==> src/rtl/shift_pkg.sv <==
// Shared encodings and default sizing for the multi-cycle shift/rotate sequencer.
package shift_pkg;

  localparam int WIDTH_DEF = 16;
  localparam int CNT_W_DEF = 4;

  typedef enum logic [1:0] {
    OP_ROL = 2'b00,
    OP_SLL = 2'b01,
    OP_ROR = 2'b10,
    OP_SRL = 2'b11
  } op_e;

  typedef enum logic [1:0] {
    ST_IDLE  = 2'b00,
    ST_SHIFT = 2'b01,
    ST_DONE  = 2'b10
  } state_e;

endpackage

==> src/rtl/shift_stage.sv <==
// One logarithmic shift/rotate stage, time-shared by the sequencer.
// Amount is one-hot; the input passes through unchanged when disabled.
module shift_stage
  import shift_pkg::*;
#(
  parameter int WIDTH = WIDTH_DEF,
  parameter int CNT_W = CNT_W_DEF
) (
  input  logic [WIDTH-1:0] data_i,
  input  op_e              op_i,
  input  logic [CNT_W-1:0] amt_i,
  input  logic             en_i,
  output logic [WIDTH-1:0] data_o
);

  logic [2*WIDTH-1:0] dbl;
  logic [2*WIDTH-1:0] rol_w;
  logic [2*WIDTH-1:0] ror_w;
  logic [WIDTH-1:0]   shifted;
  int                 sh;

  always_comb begin
    sh = 0;
    for (int i = 0; i < CNT_W; i++) begin
      if (amt_i[i]) sh = 1 << i;
    end
    // Rotations fall out of shifting a doubled copy of the operand.
    dbl   = {data_i, data_i};
    rol_w = dbl << sh;
    ror_w = dbl >> sh;
    case (op_i)
      OP_ROL:  shifted = rol_w[2*WIDTH-1:WIDTH];
      OP_SLL:  shifted = data_i << sh;
      OP_ROR:  shifted = ror_w[WIDTH-1:0];
      OP_SRL:  shifted = data_i >> sh;
      default: shifted = data_i;
    endcase
    data_o = en_i ? shifted : data_i;
  end

endmodule

==> src/rtl/shift_sequencer.sv <==
// Multi-cycle shift/rotate engine: applies one power-of-two stage per cycle
// through a single shared shift_stage, with valid/ready request and response.
//
// state    | meaning
// ---------+---------------------------------------------------------------
// ST_IDLE  | ready for a request; flush blocks acceptance
// ST_SHIFT | applying stage idx_q (always CNT_W cycles, no early exit)
// ST_DONE  | result held on resp_data until consumed or flushed
module shift_sequencer
  import shift_pkg::*;
#(
  parameter int WIDTH = WIDTH_DEF,
  parameter int CNT_W = CNT_W_DEF
) (
  input  logic             clk,
  input  logic             rst_n,
  input  logic             req_valid,
  output logic             req_ready,
  input  logic [1:0]       req_op,
  input  logic [WIDTH-1:0] req_data,
  input  logic [CNT_W-1:0] req_cnt,
  output logic             resp_valid,
  input  logic             resp_ready,
  output logic [WIDTH-1:0] resp_data,
  input  logic             flush,
  output logic             busy
);

  localparam int IDX_W = (CNT_W > 1) ? $clog2(CNT_W) : 1;
  localparam logic [IDX_W-1:0] LAST_IDX = IDX_W'(CNT_W - 1);

  state_e           state_q;
  logic [IDX_W-1:0] idx_q;
  op_e              op_q;
  logic [WIDTH-1:0] data_q;
  logic [CNT_W-1:0] cnt_q;
  logic             req_ready_q;
  logic             resp_valid_q;
  logic [WIDTH-1:0] resp_data_q;
  logic             busy_q;

  logic [WIDTH-1:0] data_d;
  logic [CNT_W-1:0] amt;

  assign amt = CNT_W'(1) << idx_q;

  shift_stage #(.WIDTH(WIDTH), .CNT_W(CNT_W)) u_stage (
    .data_i (data_q),
    .op_i   (op_q),
    .amt_i  (amt),
    .en_i   (cnt_q[idx_q]),
    .data_o (data_d)
  );

  always_ff @(posedge clk or negedge rst_n) begin
    if (!rst_n) begin
      state_q      <= ST_IDLE;
      idx_q        <= '0;
      op_q         <= OP_ROL;
      data_q       <= '0;
      cnt_q        <= '0;
      req_ready_q  <= 1'b1;
      resp_valid_q <= 1'b0;
      resp_data_q  <= '0;
      busy_q       <= 1'b0;
    end else begin
      case (state_q)
        ST_IDLE: begin
          if (!flush && req_valid) begin
            state_q     <= ST_SHIFT;
            op_q        <= op_e'(req_op);
            data_q      <= req_data;
            cnt_q       <= req_cnt;
            idx_q       <= '0;
            req_ready_q <= 1'b0;
            busy_q      <= 1'b1;
          end
        end
        ST_SHIFT: begin
          if (flush) begin
            state_q     <= ST_IDLE;
            req_ready_q <= 1'b1;
            busy_q      <= 1'b0;
          end else begin
            data_q <= data_d;
            idx_q  <= idx_q + 1'b1;
            if (idx_q == LAST_IDX) begin
              state_q      <= ST_DONE;
              resp_valid_q <= 1'b1;
              resp_data_q  <= data_d;
            end
          end
        end
        ST_DONE: begin
          // A flush coinciding with the handshake still counts as a flush;
          // either way the result is dropped and the engine goes idle.
          if (flush || resp_ready) begin
            state_q      <= ST_IDLE;
            resp_valid_q <= 1'b0;
            resp_data_q  <= '0;
            req_ready_q  <= 1'b1;
            busy_q       <= 1'b0;
          end
        end
        default: begin
          state_q      <= ST_IDLE;
          resp_valid_q <= 1'b0;
          resp_data_q  <= '0;
          req_ready_q  <= 1'b1;
          busy_q       <= 1'b0;
        end
      endcase
    end
  end

  assign req_ready  = req_ready_q;
  assign resp_valid = resp_valid_q;
  assign resp_data  = resp_data_q;
  assign busy       = busy_q;

endmodule

==> config.mk <==
export PLATFORM = sky130hd
export DESIGN_NAME = shift_sequencer
export DESIGN_NICKNAME = d
export VERILOG_FILES = /design/src/rtl/shift_pkg.sv /design/src/rtl/shift_stage.sv /design/src/rtl/shift_sequencer.sv
export SDC_FILE = /design/constraint.sdc
export NUM_CORES = 1
export LEC_CHECK = 0
export ABC_AREA = 1
export CAP_MARGIN = 15
export CORE_ASPECT_RATIO = 0.8
export CORE_MARGIN = 5
export CORE_UTILIZATION = 60
export DETAILED_ROUTE_END_ITERATION = 7
export PLACE_DENSITY = 0.92
export SKIP_LAST_GASP = 1
export SYNTH_ARGS = -nofsm -noshare
export SYNTH_HDL_FRONTEND = slang
export SYNTH_HIERARCHICAL = 1
export SYNTH_SLANG_ARGS = --single-unit
==> constraint.sdc <==
create_clock -name clk -period 4.57 [get_ports clk]
set_clock_uncertainty 0.2 [all_clocks]
set_input_delay 0.6855 -clock clk [delete_from_list [all_inputs] [get_ports clk]]
set_output_delay 0.6855 -clock clk [all_outputs]
set_load 0.05 [all_outputs]
==> out/metrics.cfg, run 1 <==
[outcome]
status=finished, final reports clean

[finish]
nets=767
fin_util_pct=68.8
antenna_cells=0
area_growth_pct=9.91
drive_above_1_share_pct=7.33

[synth]
ys_seq_area_share_pct=25.7
synth_seq_cells=45
netlist_area_um2=4380
yosysTopAreaCellShare_pct=25.1
yosysWarnings=6
yosys.area_share.adder_pct=1.14
synth_top_area_cell=dfrtp_1
synth_top_family_by_area=simple AND/OR/NAND/NOR gates
ys_types=32
netlist_top_cells_area=dfrtp_1 (25%), nand2_1 (21%), nand3_1 (20%)
synthXorXnorAreaFrac_pct=0
synth_compound_area_share_pct=6.20
synth-simple-area-share_pct=54.3
avgSynthCellArea_um2=6.13
syn_nets=746
synthCells=715
synth_mux_area_share_pct=0

[floorplan]
die_w_um=106
io_pins=46
die_y_um=86.4
dieArea_um2=9120
num_rows=27
initial_core_util_pct=62.6
core_area_um2=6990

[clock_tree]
numCtsBuffers=5
cts-root-buf=clkbuf_8
cts-resized-gates=0
clk_pin_slew_ns=0.10
cts_buffer_depth=2
post_cts_buffers=0
ctsHoldBuffers=0
clock_sinks=45
cts_tree=built
htreeDepth=2
clk_latency_ns=0.31

[timing]
setup_violations=0
fin_crit_sh_pct=71.2
fin_crit_ns=3.25
worst_pin_slew_ns=0.960
fmax_ghz=0.307
holdWs_ns=0.00113
fin_tns_setup_ns=0
setup_ws_ns=1.32
finalMaxSlewViolations=0
relSlewSlack_pct=36.0
rsz0062_at_grt=no
hold_viol=0

[grt]
grt_pass1_vias=4596
grt_max_degree=46
track_usage_pct=32.0
grt-ovfl-total=0
antenna_found_initial=0
grt_pass1_wl_um=23400

[placed_design]
place_congestion=1.04
place_ws_ns=1.43
hpwl_um=10400
portBuffers=45

[detailed_routing]
final_antenna_net_count=0
wl_um=14400
drt_iter0_drc=783
routedWlPerCell_um=17.5
remaining_drc_errors=0
drtPass1Iterations=6
routed_via_density=6.14
via_count=5060

[setup_path]
crit_required_ns=4.56
crit_path_start_kind=flip-flop
cpMaxStageDelayCell=dfrtp_1
crit_arrival_ns=3.25
end_kind=flip-flop
crit_family=simple AND/OR/NAND/NOR gates
max_stage_delay_ns=0.46
cpMostUsedCell=nand2_1
critPathKind=reg -> reg
cp_num_buf_inv=5
path_max_fanout=26
crit_chain=inv_1 -> ha_1 -> nor2_8 -> buf_4 -> buf_4 -> nand3_1 -> nand2_1 -> nand2_1 -> nand2_1 -> nand2_1 -> nand4_1 -> nand3b_1 -> nand2_1 -> inv_1 -> inv_1 -> o21ai_0 -> nand2_1 -> nand2_1

[job]
timing.max_cap.violations=0

[min_path]
min_path_type=in -> async

-- layer usage --
| metal | track usage (%) | share of wire (%) | vias to the layer above |
|---|---|---|---|
| met3 | 7.52 | 12 | 33 |
| met5 | 0 | 0 | - |
| met4 | 8.94 | 2.0 | 0 |
| met1 | 44.2 | 41 | 2326 |
| met2 | 50.6 | 45 | 330 |
| li1 | - | - | 2371 |
-- final cells by class --
class                      instances  area (um^2)
tap                               87          109
multi-input combinational        566         2700
fill                             655         2180
inverter                          63          238
clock buffer                       6         72.6
clock inverter                     2         35.0
timing repair buffer              55          533
sequential                        45         1130
-- registers in the layout, summed over array words and instances, names as in the netlist --
name,flops
resp_data,16
data_q,16
cnt_q,4
resp_valid,1
state_q,2
op_q,2
busy,1
req_ready,1
idx_q,2
-- metrics by stage --
| stage | cells | area (um^2) |
|---|---|---|
| floorplan | 715 | 4380 |
| global placement | 815 | 4690 |
| global route | 824 | 4810 |
| detailed placement | 815 | 4690 |
| CTS | 823 | 4790 |
| finish | 824 | 4810 |
-- placed cells by master, fill, tap and decap left out, types with 2 or more instances in the layout --
master           instances
a21oi_1                 12
buf_4                    9
clkbuf_8                 5
clkdlybuf4s50_1         44
clkinv_2                 2
dfrtp_1                 44
ha_1                     4
inv_1                   59
inv_2                    2
nand2_1                241
nand2_2                  7
nand2_4                  5
nand3_1                179
nand3_2                 10
nand3_4                  3
nand3b_1                 3
nand4_1                 12
nor2_1                  46
nor2_2                   2
nor2_4                   2
o21ai_0                 33
o21ai_1                  3
-- path summary, 6_finish.rpt --
path / from / end / slack, ns / cells after the start
max: idx_q[0] / data_q[15] / 1.32 / 18
min: rst_n / data_q[14] / 0.001 / 1
max reg2reg: idx_q[0] / data_q[15] / 1.32 / 18
min reg2reg: req_ready / req_ready / 0.27 / 2
max in group asynchronous: rst_n / req_ready / 3.64 / 2
min in group clk: req_ready / req_ready / 0.27 / 2
-- synthesized netlist by cell type (all sizes together) --
library cell,count
nand2,253
nand3,192
inv,61
nor2,51
dfrtp,44
buf,39
o21ai,38
a21oi,12
nand4,12
ha,4
nand3b,3
clkbuf,2
clkinv,2
dfstp,1
o22ai,1
-- cells by family (layout without fill, tap and decap cells) --
group,after synthesis,in the layout
adder cells (fa/ha/maj),4,4
flip-flops,45,45
AND/OR/NAND/NOR,511,511
buffers and inverters,104,126
AO/OA/AOI/OAI,51,51
Power of run 1 is left out: the tool's default activity adds up to more than one toggle a clock period on the data nets, which glitch-free logic cannot reach.
==> run 2, diff against run 1 <==
Settings changed: CORE_UTILIZATION 60 to 58, PLACE_DENSITY 0.92 to 0.89.
Clock period 4.57 ns to 3.2 ns, I/O delays scaled along.
==> run 2 against run 1 <==
Effect of this change:
- flip-flop and latch count unchanged
- non-clock buffer count up 7
- worst setup slack worse by 1.1 ns
- maximum frequency up 7.9%
- global-route usage up 0.72 points
- via count up 1.7%
- critical path depth down 2
- count of clock-buffer cells in the layout down 1
- critical path type unchanged
- highest routed layer unchanged
==> out/metrics.cfg, run 2 (same netlist as run 1, synthesis figures left out) <==
[min_path]
min_path_type=in -> async  ; unchanged

[setup_path]
crit_path_start_kind=flip-flop  ; unchanged
worstRegToRegCells=16  ; was 18
path_max_fanout=20  ; was 26
end_kind=flip-flop  ; unchanged
crit_arrival_ns=3.06  ; was 3.25 ns
critPathKind=reg -> reg  ; unchanged
critPathLaunch=idx_q[0]  ; unchanged
crit_required_ns=3.25  ; was 4.56 ns
worstReg2RegStart=idx_q[0]  ; unchanged

[outcome]
status=finished, final reports clean  ; unchanged

[timing]
fin_crit_sh_pct=94.2  ; was 71.2%
hold_viol=0  ; unchanged
relSlewSlack_pct=32.6  ; was 36.0%
finalMaxSlewViolations=0  ; unchanged
fin_crit_ns=3.02  ; was 3.25 ns
fin_tns_setup_ns=0  ; unchanged
fmax_ghz=0.332  ; was 0.307 GHz
setup_violations=0  ; unchanged
holdWs_ns=0.135  ; was 0.00113 ns
worst_pin_slew_ns=1.01  ; was 0.960 ns
rsz0062_at_grt=no  ; unchanged

[clock_tree]
clk_pin_slew_ns=0.09  ; was 0.10 ns
cts-root-buf=clkbuf_8  ; unchanged
numCtsBuffers=5  ; unchanged
cts_tree=built  ; unchanged
cts_buffer_depth=2  ; unchanged
clk_latency_ns=0.31  ; about the same
clock_sinks=45  ; unchanged
htreeDepth=2  ; unchanged

[grt]
track_usage_pct=32.7  ; was 32.0%
grt_max_degree=49  ; was 46
grt_pass1_vias=4754  ; was 4596
antenna_found_initial=0  ; unchanged
grt_pass1_wl_um=24200  ; was 23400 um
grt-ovfl-total=0  ; unchanged

[floorplan]
die_y_um=87.7  ; was 86.4 um
core_area_um2=7390  ; was 6990 um^2
die_w_um=107  ; was 106 um
dieArea_um2=9400  ; was 9120 um^2
initial_core_util_pct=59.3  ; was 62.6%
num_rows=28  ; was 27
io_pins=46  ; unchanged

[detailed_routing]
routedWlPerCell_um=17.5  ; about the same
drt_iter0_drc=743  ; was 783
drtPass1Iterations=7  ; was 6
wl_um=14900  ; was 14400 um
via_count=5146  ; was 5060
routed_via_density=6.06  ; was 6.14
final_antenna_net_count=0  ; unchanged
remaining_drc_errors=0  ; unchanged

[finish]
nets=774  ; was 767
fillers=690  ; was 655
area_growth_pct=11.3  ; was 9.91%
final_common_cell=nand2_1  ; unchanged
mostFrequentLayoutCells=nand2_1 (241), nand3_1 (179), inv_1 (59)  ; unchanged
drive_above_1_share_pct=8.47  ; was 7.33%
antenna_cells=0  ; unchanged

[placed_design]
hpwl_um=10900  ; was 10400 um
place_congestion=1.03  ; was 1.04
portBuffers=45  ; unchanged

[job]
timing.max_cap.violations=0  ; unchanged

==> run 2: path summary, 6_finish.rpt <==
kind                                 endpoint  slack (ns)
worst min-delay path             resp_data[8]        0.14
worst max register to register  resp_data[15]        0.18
min in group clk                    req_ready        0.27
worst min register to register      req_ready        0.27
worst max-delay path            resp_data[15]        0.18
max in group asynchronous            idx_q[0]        1.97
==> run 2: through the flow <==
stage | util, % | instances | cell area (um^2) | setup slack [ns]
global placement | 64.6 | 840 | 4770 | 0.327
detailed placement | 64.6 | 840 | 4770 | 0.230
global route | 66.0 | 849 | 4880 | 0.0336
CTS | 65.8 | 848 | 4860 | 0.216
finish | 66.0 | 849 | 4880 | 0.185
floorplan | - | 715 | 4380 | 0.876
==> run 2: timing repair <==
item,4_1_cts,5_1_grt
setup endpoints to repair,0,13
buffers inserted,0,1
resized for setup,0,2
hold buffers,0,0
==> run 2: per-layer routing <==
layer,vias up,wire length [um],GRT usage [%]
met4,0,468,10.6
met3,50,1680,7.81
met5,-,0,0
li1,2391,-,-
met2,323,6630,51.4
met1,2382,6070,44.9
==> run 2: critical path, stage by stage (launching register included) <==
cell and delay (ns):
dfrtp_2 0.43, inv_1 0.10, ha_1 0.31, nor2_8 0.24, nand2_4 0.09, buf_4 0.22
nor2_1 0.23, nand3_1 0.21, nand3_1 0.17, nand4_1 0.10, nand3b_1 0.12, nand2_1 0.07
inv_1 0.05, inv_1 0.04, nor2_1 0.13, nand3_1 0.13, nand2_1 0.11
==> run 2: area by class of cell <==
| type | instances | area (um^2) | share of cell area [%] |
|---|---|---|---|
| Clock buffer | 5 | 68.8 | 1.41 |
| Clock inverter | 3 | 21.3 | 0.436 |
| Inverter | 63 | 238 | 4.87 |
| Multi-Input combinational cell | 566 | 2700 | 55.4 |
| Sequential cell | 45 | 1130 | 23.1 |
| Tap cell | 105 | 131 | 2.69 |
| Timing Repair Buffer | 62 | 589 | 12.1 |
Power of run 2 is left out for the same reason.
==> run 3, diff against run 2 <==
Settings changed: MAX_ROUTING_LAYER set to met4.
==> run 3 against run 2 <==
Effect of this change:
- hold slack improved by 0.0013 ns
- register-to-register slack got worse by 0.02 ns
- flip-flop and latch count unchanged
- via count fell by 3.0%
- final cell count is 0.12% lower
- global-route usage decreased by 1.6 points
- utilization up 0.47 points
- count of clock-buffer cells in the layout rose by 1
- highest routed layer unchanged
- wire length is 4.5% lower
- final area increased by 0.72%
==> out/metrics.cfg, run 3 (same netlist as run 1, synthesis figures left out) <==
[outcome]
status=finished, final reports clean  ; unchanged

[setup_path]
worstRegToRegCells=15  ; was 16
critPathKind=reg -> reg  ; unchanged
max_stage_delay_ns=0.45  ; was 0.43 ns
crit_required_ns=3.24  ; was 3.25 ns
r2r_end=data_q[1]  ; was resp_data[15]
r2r_slack_ns=0.16  ; was 0.18 ns
cp_num_buf_inv=3  ; was 4
worstReg2RegStart=idx_q[0]  ; unchanged
crit_arrival_ns=3.08  ; was 3.06 ns
cpMostUsedCell=nand2_1
cpMaxStageDelayCell=dfrtp_2  ; unchanged
end_kind=flip-flop  ; unchanged
crit_chain=inv_1 -> ha_1 -> nor2_8 -> nand2_4 -> buf_6 -> nand3_1 -> nand3_1 -> nand2_1 -> nor2_1 -> nor2_1 -> a21oi_1 -> inv_1 -> o21ai_0 -> nand2_1 -> nand2_1  ; was inv_1 -> ha_1 -> nor2_8 -> nand2_4 -> buf_4 -> nor2_1 -> nand3_1 -> nand3_1 -> nand4_1 -> nand3b_1 -> nand2_1 -> inv_1 -> inv_1 -> nor2_1 -> nand3_1 -> nand2_1
crit_family=simple AND/OR/NAND/NOR gates  ; unchanged
worst-path-stages=15  ; was 16
path_max_fanout=25  ; was 20
crit_path_start_kind=flip-flop  ; unchanged

[detailed_routing]
remaining_drc_errors=0  ; unchanged
drt_iter0_drc=604  ; was 743
drtPass1Iterations=6  ; was 7
wl_um=14200  ; was 14900 um
routed_via_density=5.89  ; was 6.06
routedWlPerCell_um=16.7  ; was 17.5 um
final_antenna_net_count=0  ; unchanged
via_count=4992  ; was 5146

[floorplan]
io_pins=46  ; unchanged
die_w_um=107  ; unchanged
core_area_um2=7390  ; unchanged
num_rows=28  ; unchanged
initial_core_util_pct=59.3  ; unchanged
die_y_um=87.7  ; unchanged
dieArea_um2=9400  ; unchanged

[grt]
antenna_found_initial=0  ; unchanged
grt_pass1_wl_um=22800  ; was 24200 um
grt-ovfl-total=0  ; unchanged
grt_pass1_vias=4473  ; was 4754
grt_max_degree=49  ; unchanged
track_usage_pct=31.1  ; was 32.7%

[clock_tree]
cts_tree=built  ; unchanged
clk_pin_slew_ns=0.09  ; about the same
clk_latency_ns=0.30  ; was 0.31 ns
clock_sinks=45  ; unchanged
ctsHoldBuffers=0  ; unchanged
cts-root-buf=clkbuf_8  ; unchanged
htreeDepth=2  ; unchanged
numCtsBuffers=5  ; unchanged
cts_buffer_depth=2  ; unchanged

[timing]
finalMaxSlewViolations=0  ; unchanged
hold_viol=0  ; unchanged
fin_crit_sh_pct=95.0  ; was 94.2%
fin_crit_ns=3.04  ; was 3.02 ns
worst_pin_slew_ns=1.00  ; was 1.01 ns
setup_violations=0  ; unchanged
rsz0062_at_grt=yes  ; was no
relSlewSlack_pct=33.3  ; was 32.6%
fin_tns_setup_ns=0  ; unchanged
fmax_ghz=0.329  ; was 0.332 GHz

[finish]
final_common_cell=nand2_1  ; unchanged
antenna_cells=0  ; unchanged
nets=773  ; was 774
fillers=684  ; was 690
mostFrequentLayoutCells=nand2_1 (241), nand3_1 (179), inv_1 (59)  ; unchanged
multi_input_area_um2=2710  ; was 2700 um^2
register_area_um2=1130  ; unchanged
drive_above_1_share_pct=8.34  ; was 8.47%
area_growth_pct=12.1  ; was 11.3%

[placed_design]
place_congestion=1.01  ; was 1.03
hpwl_um=10400  ; was 10900 um
portBuffers=45  ; unchanged

[job]
timing.max_cap.violations=0  ; unchanged

[min_path]
min_path_type=in -> async  ; unchanged

[run 3: cell count changes in the layout (fill, tap and decap cells not counted), sizes merged]
| cell | change |
|---|---|
| buf | -2 |
| clkbuf | +2 |
| clkinvlp | -1 |
[run 3: metal layers]
metal / track usage [%] / up-vias / routed length (um)
met5: - / - / 0
met4: 6.27 / 0 / 286
met3: 5.38 / 29 / 1560
met2: 48.2 / 316 / 6350
met1: 43.1 / 2255 / 5990
li1: - / 2392 / -
[run 3: area by class of cell]
class / instances / area share [%]
Clock buffer: 6 / 1.68
Clock inverter: 2 / 0.280
Inverter: 63 / 4.97
Multi-Input combinational cell: 566 / 55.1
Sequential cell: 45 / 23.0
Tap cell: 105 / 2.67
Timing Repair Buffer: 61 / 12.3
[run 3: worst max path at each step]
stage | from | end | slack [ns]
after floorplan | idx_q[0] | data_q[7] | 0.88
after global placement | idx_q[0] | data_q[1] | 0.31
after detailed placement | idx_q[0] | data_q[4] | 0.24
after CTS | idx_q[0] | data_q[1] | 0.15
after global routing | idx_q[0] | data_q[1] | -0.01
final | idx_q[0] | data_q[1] | 0.16
[run 3: repair_timing]
action | 4_1_cts | 5_1_grt
setup buffers | 0 | 1
gates resized for setup | 0 | 7
setup endpoints to repair | 0 | 19
[run 3: metrics by stage]
| step | hold slack [ns] | std cells | cell area, um^2 | setup slack (ns) | util (%) |
|---|---|---|---|---|---|
| 6_report | 0.136 | 848 | 4910 | 0.160 | 66.5 |
| 5_1_grt | 0.223 | 848 | 4910 | -0.0112 | 66.5 |
| 4_1_cts | 0.173 | 846 | 4860 | 0.154 | 65.7 |
| 3_5_place_dp | 0.259 | 838 | 4760 | 0.241 | 64.4 |
| 3_3_place_gp | 0.254 | 838 | 4760 | 0.314 | 64.4 |
| 2_1_floorplan | -0.0156 | 715 | 4380 | 0.876 | - |
Power of run 3 is left out for the same reason.
